File: src/rtl/bus_pkg.sv
// Shared definitions for the system bus arbiter and its timeout timer.
package bus_pkg;

   // Arbiter ownership states.
   typedef enum logic [1:0] {
      ST_IDLE = 2'd0,
      ST_GNT0 = 2'd1,
      ST_GNT1 = 2'd2
   } arb_state_e;

   // Bank select values carried in adr[31:24].
   localparam logic [7:0] BANK_RAM   = 8'h00;
   localparam logic [7:0] BANK_LED   = 8'h01;
   localparam logic [7:0] BANK_VIDEO = 8'h02;
   localparam logic [7:0] BANK_UART  = 8'h03;

   // Read data handed back to a master whose transfer timed out.
   localparam logic [31:0] ERR_DATA_DEFAULT = 32'hDEAD_BEEF;

endpackage

File: src/rtl/bus_timeout.sv
// Per-transfer watchdog: a down-counter loaded with TIMEOUT when a grant starts.
// It decrements once per waiting cycle and flags expiry at terminal count zero.
// With a load on the grant edge, expiry lands exactly TIMEOUT cycles after the
// first granted cycle.
module bus_timeout
   import bus_pkg::*;
#(
   parameter logic [7:0] TIMEOUT = 8'd255
) (
   input  logic clk,
   input  logic rst_ni,
   input  logic load_i,
   input  logic en_i,
   output logic expire_o
);

   logic [7:0] cnt_q, cnt_d;

   // Load on grant, count down while the slave keeps the master waiting.
   always_comb begin
      cnt_d = cnt_q;
      if (load_i) begin
         cnt_d = TIMEOUT;
      end else if (en_i && (cnt_q != 8'd0)) begin
         cnt_d = cnt_q - 8'd1;
      end
   end

   // Counter register.
   always_ff @(posedge clk or negedge rst_ni) begin
      if (!rst_ni) begin
         cnt_q <= 8'd0;
      end else begin
         cnt_q <= cnt_d;
      end
   end

   assign expire_o = (cnt_q == 8'd0);

endmodule

File: src/rtl/bus_arbiter.sv
// Two-master arbiter for the shared stb/ack system bus, with a per-transfer
// timeout so an unmapped or hung bank cannot stall a master.
//
// state | meaning
// ------+------------------------------------------------------------------
// IDLE  | no owner; slave outputs held at 0, pending requests arbitrated
// GNT0  | master 0 owns the bus until slave ack, timeout or stb drop
// GNT1  | master 1 owns the bus until slave ack, timeout or stb drop
module bus_arbiter
   import bus_pkg::*;
#(
   parameter logic [7:0]  TIMEOUT    = 8'd255,
   parameter bit          FIXED_PRIO = 1'b0,
   parameter logic [31:0] ERR_DATA   = ERR_DATA_DEFAULT
) (
   input  logic        clk,
   input  logic        rst_ni,
   input  logic        m0_stb_i,
   input  logic        m0_we_i,
   input  logic [31:0] m0_adr_i,
   input  logic [3:0]  m0_sel_i,
   input  logic [31:0] m0_dat_i,
   output logic        m0_ack_o,
   output logic [31:0] m0_dat_o,
   output logic        m0_err_o,
   input  logic        m1_stb_i,
   input  logic        m1_we_i,
   input  logic [31:0] m1_adr_i,
   input  logic [3:0]  m1_sel_i,
   input  logic [31:0] m1_dat_i,
   output logic        m1_ack_o,
   output logic [31:0] m1_dat_o,
   output logic        m1_err_o,
   output logic        s_stb_o,
   output logic        s_we_o,
   output logic [31:0] s_adr_o,
   output logic [3:0]  s_sel_o,
   output logic [31:0] s_dat_o,
   input  logic        s_ack_i,
   input  logic [31:0] s_dat_i,
   output logic [1:0]  grant_o
);

   arb_state_e  state_q, state_d;
   logic        last_gnt_q, last_gnt_d;
   logic        owner;
   logic        own_stb, own_we;
   logic [3:0]  own_sel;
   logic [31:0] own_adr, own_dat;
   logic        tmo_load, tmo_en, tmo_expire;
   logic        tmo_fire, xfer_ack;

   // Request fields of whichever master currently owns the bus; zero when idle.
   always_comb begin
      owner   = (state_q == ST_GNT1);
      own_stb = 1'b0;
      own_we  = 1'b0;
      own_sel = 4'd0;
      own_adr = 32'd0;
      own_dat = 32'd0;
      if (state_q == ST_GNT0) begin
         own_stb = m0_stb_i;
         own_we  = m0_we_i;
         own_sel = m0_sel_i;
         own_adr = m0_adr_i;
         own_dat = m0_dat_i;
      end else if (state_q == ST_GNT1) begin
         own_stb = m1_stb_i;
         own_we  = m1_we_i;
         own_sel = m1_sel_i;
         own_adr = m1_adr_i;
         own_dat = m1_dat_i;
      end
   end

   // A slave ack in the expiry cycle takes precedence over the timeout.
   assign tmo_fire = own_stb && !s_ack_i && tmo_expire;
   assign xfer_ack = own_stb && (s_ack_i || tmo_expire);

   // Next state, fairness bookkeeping and timer control.
   always_comb begin
      state_d    = state_q;
      last_gnt_d = last_gnt_q;
      tmo_load   = 1'b0;
      tmo_en     = 1'b0;
      case (state_q)
         ST_IDLE: begin
            if (m0_stb_i && m1_stb_i) begin
               state_d = (FIXED_PRIO || last_gnt_q) ? ST_GNT0 : ST_GNT1;
            end else if (m0_stb_i) begin
               state_d = ST_GNT0;
            end else if (m1_stb_i) begin
               state_d = ST_GNT1;
            end
            tmo_load = m0_stb_i || m1_stb_i;
         end
         ST_GNT0, ST_GNT1: begin
            if (!own_stb) begin
               // Master abandoned the request: release without touching fairness.
               state_d = ST_IDLE;
            end else if (xfer_ack) begin
               state_d    = ST_IDLE;
               last_gnt_d = owner;
            end else begin
               tmo_en = 1'b1;
            end
         end
         default: state_d = ST_IDLE;
      endcase
   end

   // State and last-owner registers; master 0 wins the first tie after reset.
   always_ff @(posedge clk or negedge rst_ni) begin
      if (!rst_ni) begin
         state_q    <= ST_IDLE;
         last_gnt_q <= 1'b1;
      end else begin
         state_q    <= state_d;
         last_gnt_q <= last_gnt_d;
      end
   end

   bus_timeout #(
      .TIMEOUT (TIMEOUT)
   ) u_timeout (
      .clk      (clk),
      .rst_ni   (rst_ni),
      .load_i   (tmo_load),
      .en_i     (tmo_en),
      .expire_o (tmo_expire)
   );

   // Slave-side mux and per-master response steering.
   always_comb begin
      s_stb_o  = own_stb && !tmo_fire;
      s_we_o   = own_we;
      s_adr_o  = own_adr;
      s_sel_o  = own_sel;
      s_dat_o  = own_dat;
      m0_ack_o = (state_q == ST_GNT0) && xfer_ack;
      m1_ack_o = (state_q == ST_GNT1) && xfer_ack;
      m0_err_o = (state_q == ST_GNT0) && tmo_fire;
      m1_err_o = (state_q == ST_GNT1) && tmo_fire;
      m0_dat_o = 32'd0;
      m1_dat_o = 32'd0;
      if (state_q == ST_GNT0) begin
         m0_dat_o = tmo_fire ? ERR_DATA : s_dat_i;
      end else if (state_q == ST_GNT1) begin
         m1_dat_o = tmo_fire ? ERR_DATA : s_dat_i;
      end
      grant_o = {state_q == ST_GNT1, state_q == ST_GNT0};
   end

endmodule
File: config.mk
export PLATFORM = sky130hd
export DESIGN_NAME = bus_arbiter
export DESIGN_NICKNAME = d
export VERILOG_FILES = /design/src/rtl/bus_pkg.sv /design/src/rtl/bus_timeout.sv /design/src/rtl/bus_arbiter.sv
export SDC_FILE = /design/constraint.sdc
export NUM_CORES = 1
export LEC_CHECK = 0
export ABC_AREA = 1
export CORE_AREA = 2 2 121 123
export DETAILED_ROUTE_END_ITERATION = 10
export DIE_AREA = 0 0 123 125
export GPL_ROUTABILITY_DRIVEN = 1
export PLACE_DENSITY_LB_ADDON = 0.3
export SLEW_MARGIN = 20
export SYNTH_ARGS = -nofsm -noshare
export SYNTH_HDL_FRONTEND = slang
export SYNTH_SLANG_ARGS = --single-unit
File: constraint.sdc
create_clock -name clk -period 2.6 [get_ports clk]
set_clock_uncertainty 0.05 [all_clocks]
set_input_delay 0.65 -clock clk [delete_from_list [all_inputs] [get_ports clk]]
set_output_delay 0.65 -clock clk [all_outputs]
set_load 0.02 [all_outputs]
### Word level (Yosys, flattened, before mapping)

Cells that the tools add are included.

* register bits: 11
* bits of input ports: 175
* output and inout bits: 140
* logic and storage cells: 56

* add/sub/neg operators: 1
* eq/ne operators: 4
* multiplexer cells: 27
* reduce and logical (&&, ||, !) cells: 21

Operator list (number)
* 32-bit 2-to-1 mux: 8
* 8-bit 2-to-1 mux: 2
* 2-bit 2-to-1 mux: 6
* 1-bit logical AND: 10
* 8-bit zero test: 1
* 1-bit 2-to-1 mux: 8
* 4-bit 2-to-1 mux: 2
* 8-bit nonzero test: 1
* 8-bit by 1-bit subtractor with 8-bit output (second input constant): 1
* 4-bit inequality test (second input constant): 1
* 2-bit one-hot mux with 2 select lines: 1
* 3-bit inequality test (second input constant): 1
* 3-bit AND reduction: 1
* 2-bit by 1-bit == test with 1-bit output (second input constant): 1
* 2-bit == test (second input constant): 1
* 1-bit zero test: 2
* 2-bit zero test: 1
* 1-bit logical OR: 2
* 2-bit AND reduction: 1
* 2-bit nonzero test: 1
* 2-bit OR reduction: 1

### Longest topological paths before layout

* word-level depth: 10
* gate-level depth with buffers: 11
* mapped depth without buffers: 10

### Cells and area by module

A second synthesis with hierarchy kept.

* cell total of the unflattened synthesis: 323
* area, all modules: 2033.2 um2

Modules (own cells, without submodules)
* bus_arbiter: times used 1, cells an instance 245, area an instance 1497.7 um2, sequential area each 76.3 um2
* bus_timeout: times used 1, cells an instance 78, area an instance 535.5 um2, sequential area each 200.2 um2

### Worst setup path after synthesis

OpenSTA, ideal clock, no wires.

* path kind: reg-to-output
* from: register state_q[1]
* to: output m0_dat_o[31]
* data arrival time: 1781 ps
* required time: 1900 ps
* slack: 119 ps
* cell stages (with the launch flop): 11
* buffers on the path: 2
* cell sequence: dfrtp_1 -> inv_1 -> ha_1 -> buf_4 -> inv_2 -> nand2_1 -> nand2_1 -> inv_2 -> nand3_2 -> buf_2 -> a21oi_1

* elaborated cells on any way between the ends: 8
* classes of those cells: 2 x eq/ne; 4 x mux; 2 x reduce/logical

RTL lines
* start, declared: RTL line bus_arbiter.sv:44 `arb_state_e state_q, state_d;`
* start signal, assigned: RTL line bus_arbiter.sv:118 `state_q <= state_d;`
* 2-bit by 1-bit == test with 1-bit output (*)
* named net grant_o[0]: RTL line bus_arbiter.sv:41 `output logic [1:0] grant_o`
* 1-bit 2-to-1 mux: RTL line bus_arbiter.sv:61 `if (state_q == ST_GNT0) begin`
* 1-bit logical AND (2 in series): RTL line bus_arbiter.sv:77 `assign tmo_fire = own_stb && !s_ack_i && tmo_expire;`
* 32-bit 2-to-1 mux: RTL line bus_arbiter.sv:147 `m0_dat_o = tmo_fire ? ERR_DATA : s_dat_i;`
* 32-bit 2-to-1 mux (*): RTL line bus_arbiter.sv:146 `if (state_q == ST_GNT0) begin`
* end, declared: RTL line bus_arbiter.sv:24 `output logic [31:0] m0_dat_o,`

Mark *: on every way through the listed nets, which the timed path passes. The rest lies on a longest branch.

### Worst setup path after layout

* from: register state_q[0]
* to: output m0_dat_o[6]

* longest elaborated chain between the ends: 7
* elaborated cells on any way between the ends: 8
* classes of those cells: 2 x eq/ne; 4 x mux; 2 x reduce/logical

RTL lines
* 2-bit == test: RTL line bus_arbiter.sv:67 `end else if (state_q == ST_GNT1) begin`
* 1-bit 2-to-1 mux: RTL line bus_arbiter.sv:67
* 1-bit 2-to-1 mux: RTL line bus_arbiter.sv:61
* 1-bit logical AND (2 in series): RTL line bus_arbiter.sv:77
* 32-bit 2-to-1 mux: RTL line bus_arbiter.sv:147
* 32-bit 2-to-1 mux (*): RTL line bus_arbiter.sv:146

Mark *: on every way between the ends. The rest lies on a longest branch, timed or not.

==> impl_metrics.tcl <==
set metrics [dict create \
    crit_path_end_kind "primary output" \
    dieHeight_microns 125 \
    start_kind "flop" \
    ant_nets 0 \
    clock.fmax_mhz 373 \
    synth_seq_cells 11 \
    yosysSeqAreaShare 0.117 \
    p_per_area_mw_per_mm2 786 \
    path_clk_slew_ns 0.05 \
    cts_buffer_depth 2 \
    vias 4195 \
    setup_viol 9 \
    top_layer "met4" \
    hold_ws_ns 0.428 \
    h-tree-depth 1 \
    synth_area_leader_cell "nand2_1" \
    routed_wl_microns 15600 \
    tritoncts "done" \
    timing.reg2reg.setup_slack_ns 0.11 \
    dpl_cell_area_sq_mm 0.00586 \
    grt_pass1_vias 3896 \
    syn_area_sq_mm 0.00236 \
    drive_gt1_frac 0.261 \
    dp.cells 965 \
    synth_ff_type "dfrtp_1" \
    syn_area_per_cell_sq_um 5.04 \
    p_leak_nw 3.22 \
    wl_per_cell_microns 15.7 \
    p_total_w 0.00510 \
    slew_violations 0 \
    rr_startpoint "state_q[0]$_DFFE_PN0P_" \
    synthAdderAreaFrac 0.0265 \
    synth_top_cell_area_share 0.301 \
    violations "setup timing" \
    crit_path_start "state_q[0]$_DFFE_PN0P_" \
    reg2reg_depth 17 \
    fin_ws_ns -0.0776 \
    root_buffer "clkbuf_16" \
    finalCritPeriodShare 1.03 \
    yosys.area_share.simple 0.554 \
    worstPathArrival_ns 1.98 \
    fillerInstances 1425 \
    min_path_type "flop to flop" \
    design_area_sq_mm 0.00648 \
    wl_met2_microns 7490 \
    grt_pass1_wl_microns 21800 \
    crit_fanout 5 \
    clock_sinks 11 \
    cts_made_buffers 3 \
    drt_pass1_iterations 5 \
    synth_common_cells "189 x nand2_1, 93 x nand3_1, 43 x inv_1" \
    nets 988 \
    worstMarginPinSlew_ns 0.561 \
    synth_xor_area_frac 0.00372 \
    setup_tns_ns -0.452 \
    yosys_warnings 0 \
    cp.required_ns 1.90 \
    cts_hold_buf 0 \
    met1_length_microns 6410 \
    rsz0062_at_grt "yes" \
    drt_iter0_drc 157 \
    async_reset_ff_frac 1.00 \
    antenna_found_initial 0 \
    wl_met3_microns 1520 \
    netlist_instances 468 \
    dieArea_sq_mm 0.0154 \
    synthesis.nets 648 \
    rows 44 \
    endpoint "m0_dat_o[6]" \
    final_hold_viol_count 0 \
    max_cap_viol_count 0 \
    synthMuxAreaShare 0 \
    ios 315 \
    route.detailed.drc 0 \
    initial_core_util 0.166 \
    synth_top_family_by_area "simple AND/OR/NAND/NOR gates" \
    avgViaCountPerCell 4.23 \
    yosysUniqueCellTypes 20 \
    layout_min_cycle_time_ns 2.68 \
    grt_usage 0.179 \
    post-dp-hpwl_microns 11400 \
    path_class "flop to primary output" \
    area_delta_synth_final_pct 175 \
    synth_compound_area_frac 0.146 \
    r2r-end "state_q[0]$_DFFE_PN0P_" \
    diodes 0 \
    yosysMostFrequentCell "nand2_1" \
    insertion_delay_ns 0.24 \
    die_w_microns 123 \
    synth_edf_count 0 \
    synthTopCellsByArea "nand2_1 30%, nand3_1 20%, dfrtp_1 11%" \
    status "finished with violations" \
    gp_congestion 0.854 \
    port_buffers 314 \
    finalNonFillerCells 991 \
    relSlewSlack 0.625 \
    grt_start_max_net_pins 43 \
    grt_remaining_overflow 0 \
    core_sq_mm 0.0142 \
    vdd_ir_drop_max_mv 0.505 \
]
[power breakdown]
group	total, W	switching, W	internal (W)	leakage, nW
Clock	0.000288	0.0000817	0.000207	0.0382
Sequential	0.000303	0.0000468	0.000256	0.123
Combinational	0.00450	0.00260	0.00190	3.06
[area by class of cell]
cell class	instances	area, sq um	share of cell area
flip-flops and latches	11	277	0.0427
multi-input cells	373	2030	0.314
repair buffers	374	3690	0.570
well taps	184	230	0.0355
inverters	45	170	0.0263
clock buffers	4	78.8	0.0122
[routing by layer]
layer | global-route usage | vias to the layer above
met4 | 0.0227 | 0
met2 | 0.312 | 166
met1 | 0.223 | 1854
met3 | 0.0525 | 14
met5 | 0 | -
li1 | - | 2161
[what timing repair did]
item	in CTS	in global routing
cloned	7	1
setup endpoints to repair	131	116
endpoints found under the hold margin	0	0
gates resized for setup	441	75
buffers inserted	12	4
pin swaps	9	15
[metrics by stage]
| step | utilization | worst slack (ns) |
|---|---|---|
| 2_1_floorplan | - | 0.119 |
| 3_5_place_dp | 0.413 | -0.702 |
| 4_1_cts | 0.433 | -0.122 |
| 5_1_grt | 0.456 | -0.166 |
| 3_3_place_gp | 0.413 | -0.694 |
| 6_report | 0.456 | -0.0776 |
[state kept, by name (all words and copies together), names as in the netlist]
name and flops:
last_gnt_q 1, state_q 2, u_timeout.cnt_q 8
[critical path, cell delays in order, from the launching register on]
cell and delay (ns):
dfrtp_1 0.42, inv_2 0.10, ha_4 0.16, nand2_2 0.05, nand2_2 0.05, nand2_2 0.06, inv_2 0.08, nand3_4 0.11
buf_12 0.16, buf_12 0.12, buf_16 0.14, a21oi_2 0.13, buf_4 0.15
[worst min-delay path by stage]
| stage | from | end | slack, ns | cells past startpoint |
|---|---|---|---|---|
| 2_1_floorplan | rst_ni | state_q[0]$_DFFE_PN0P_ | 0.30 | 0 |
| 3_3_place_gp | u_timeout.cnt_q[0]$_DFFE_PN0P_ | u_timeout.cnt_q[0]$_DFFE_PN0P_ | 0.42 | 2 |
| 3_5_place_dp | u_timeout.cnt_q[1]$_DFFE_PN0P_ | u_timeout.cnt_q[1]$_DFFE_PN0P_ | 0.42 | 2 |
| 4_1_cts | u_timeout.cnt_q[1]$_DFFE_PN0P_ | u_timeout.cnt_q[1]$_DFFE_PN0P_ | 0.43 | 2 |
| 5_1_grt | u_timeout.cnt_q[1]$_DFFE_PN0P_ | u_timeout.cnt_q[1]$_DFFE_PN0P_ | 0.45 | 2 |
| 6_report | u_timeout.cnt_q[1]$_DFFE_PN0P_ | u_timeout.cnt_q[1]$_DFFE_PN0P_ | 0.43 | 2 |
[kinds of logic (layout without fill, tap and decap cells)]
group / count (synthesis) / after routing
AO/OA/AOI/OAI: 54 / 54
XOR/XNOR: 1 / 1
adder cells (fa/ha/maj): 5 / 5
buffers and inverters: 84 / 423
flip-flops: 11 / 11
AND/OR/NAND/NOR: 313 / 313
[cell usage in the layout (no fill, tap or decap), types with 10 or more instances in the layout]
cell             synthesis  final
buf_6                    3     26
nand2_1                189    184
clkdlybuf4s15_2          0     16
clkdlybuf4s15_1          0     17
nor2_1                  27     26
dlygate4sd2_1            0     36
clkdlybuf4s50_1          0    173
dfrtp_1                 10     10
nand3_1                 93     91
buf_2                   11     24
a21oi_4                  0     19
a21oi_2                 20     21
inv_1                   43     41
buf_4                    2     63
Power figures use the tool's default switching activity.
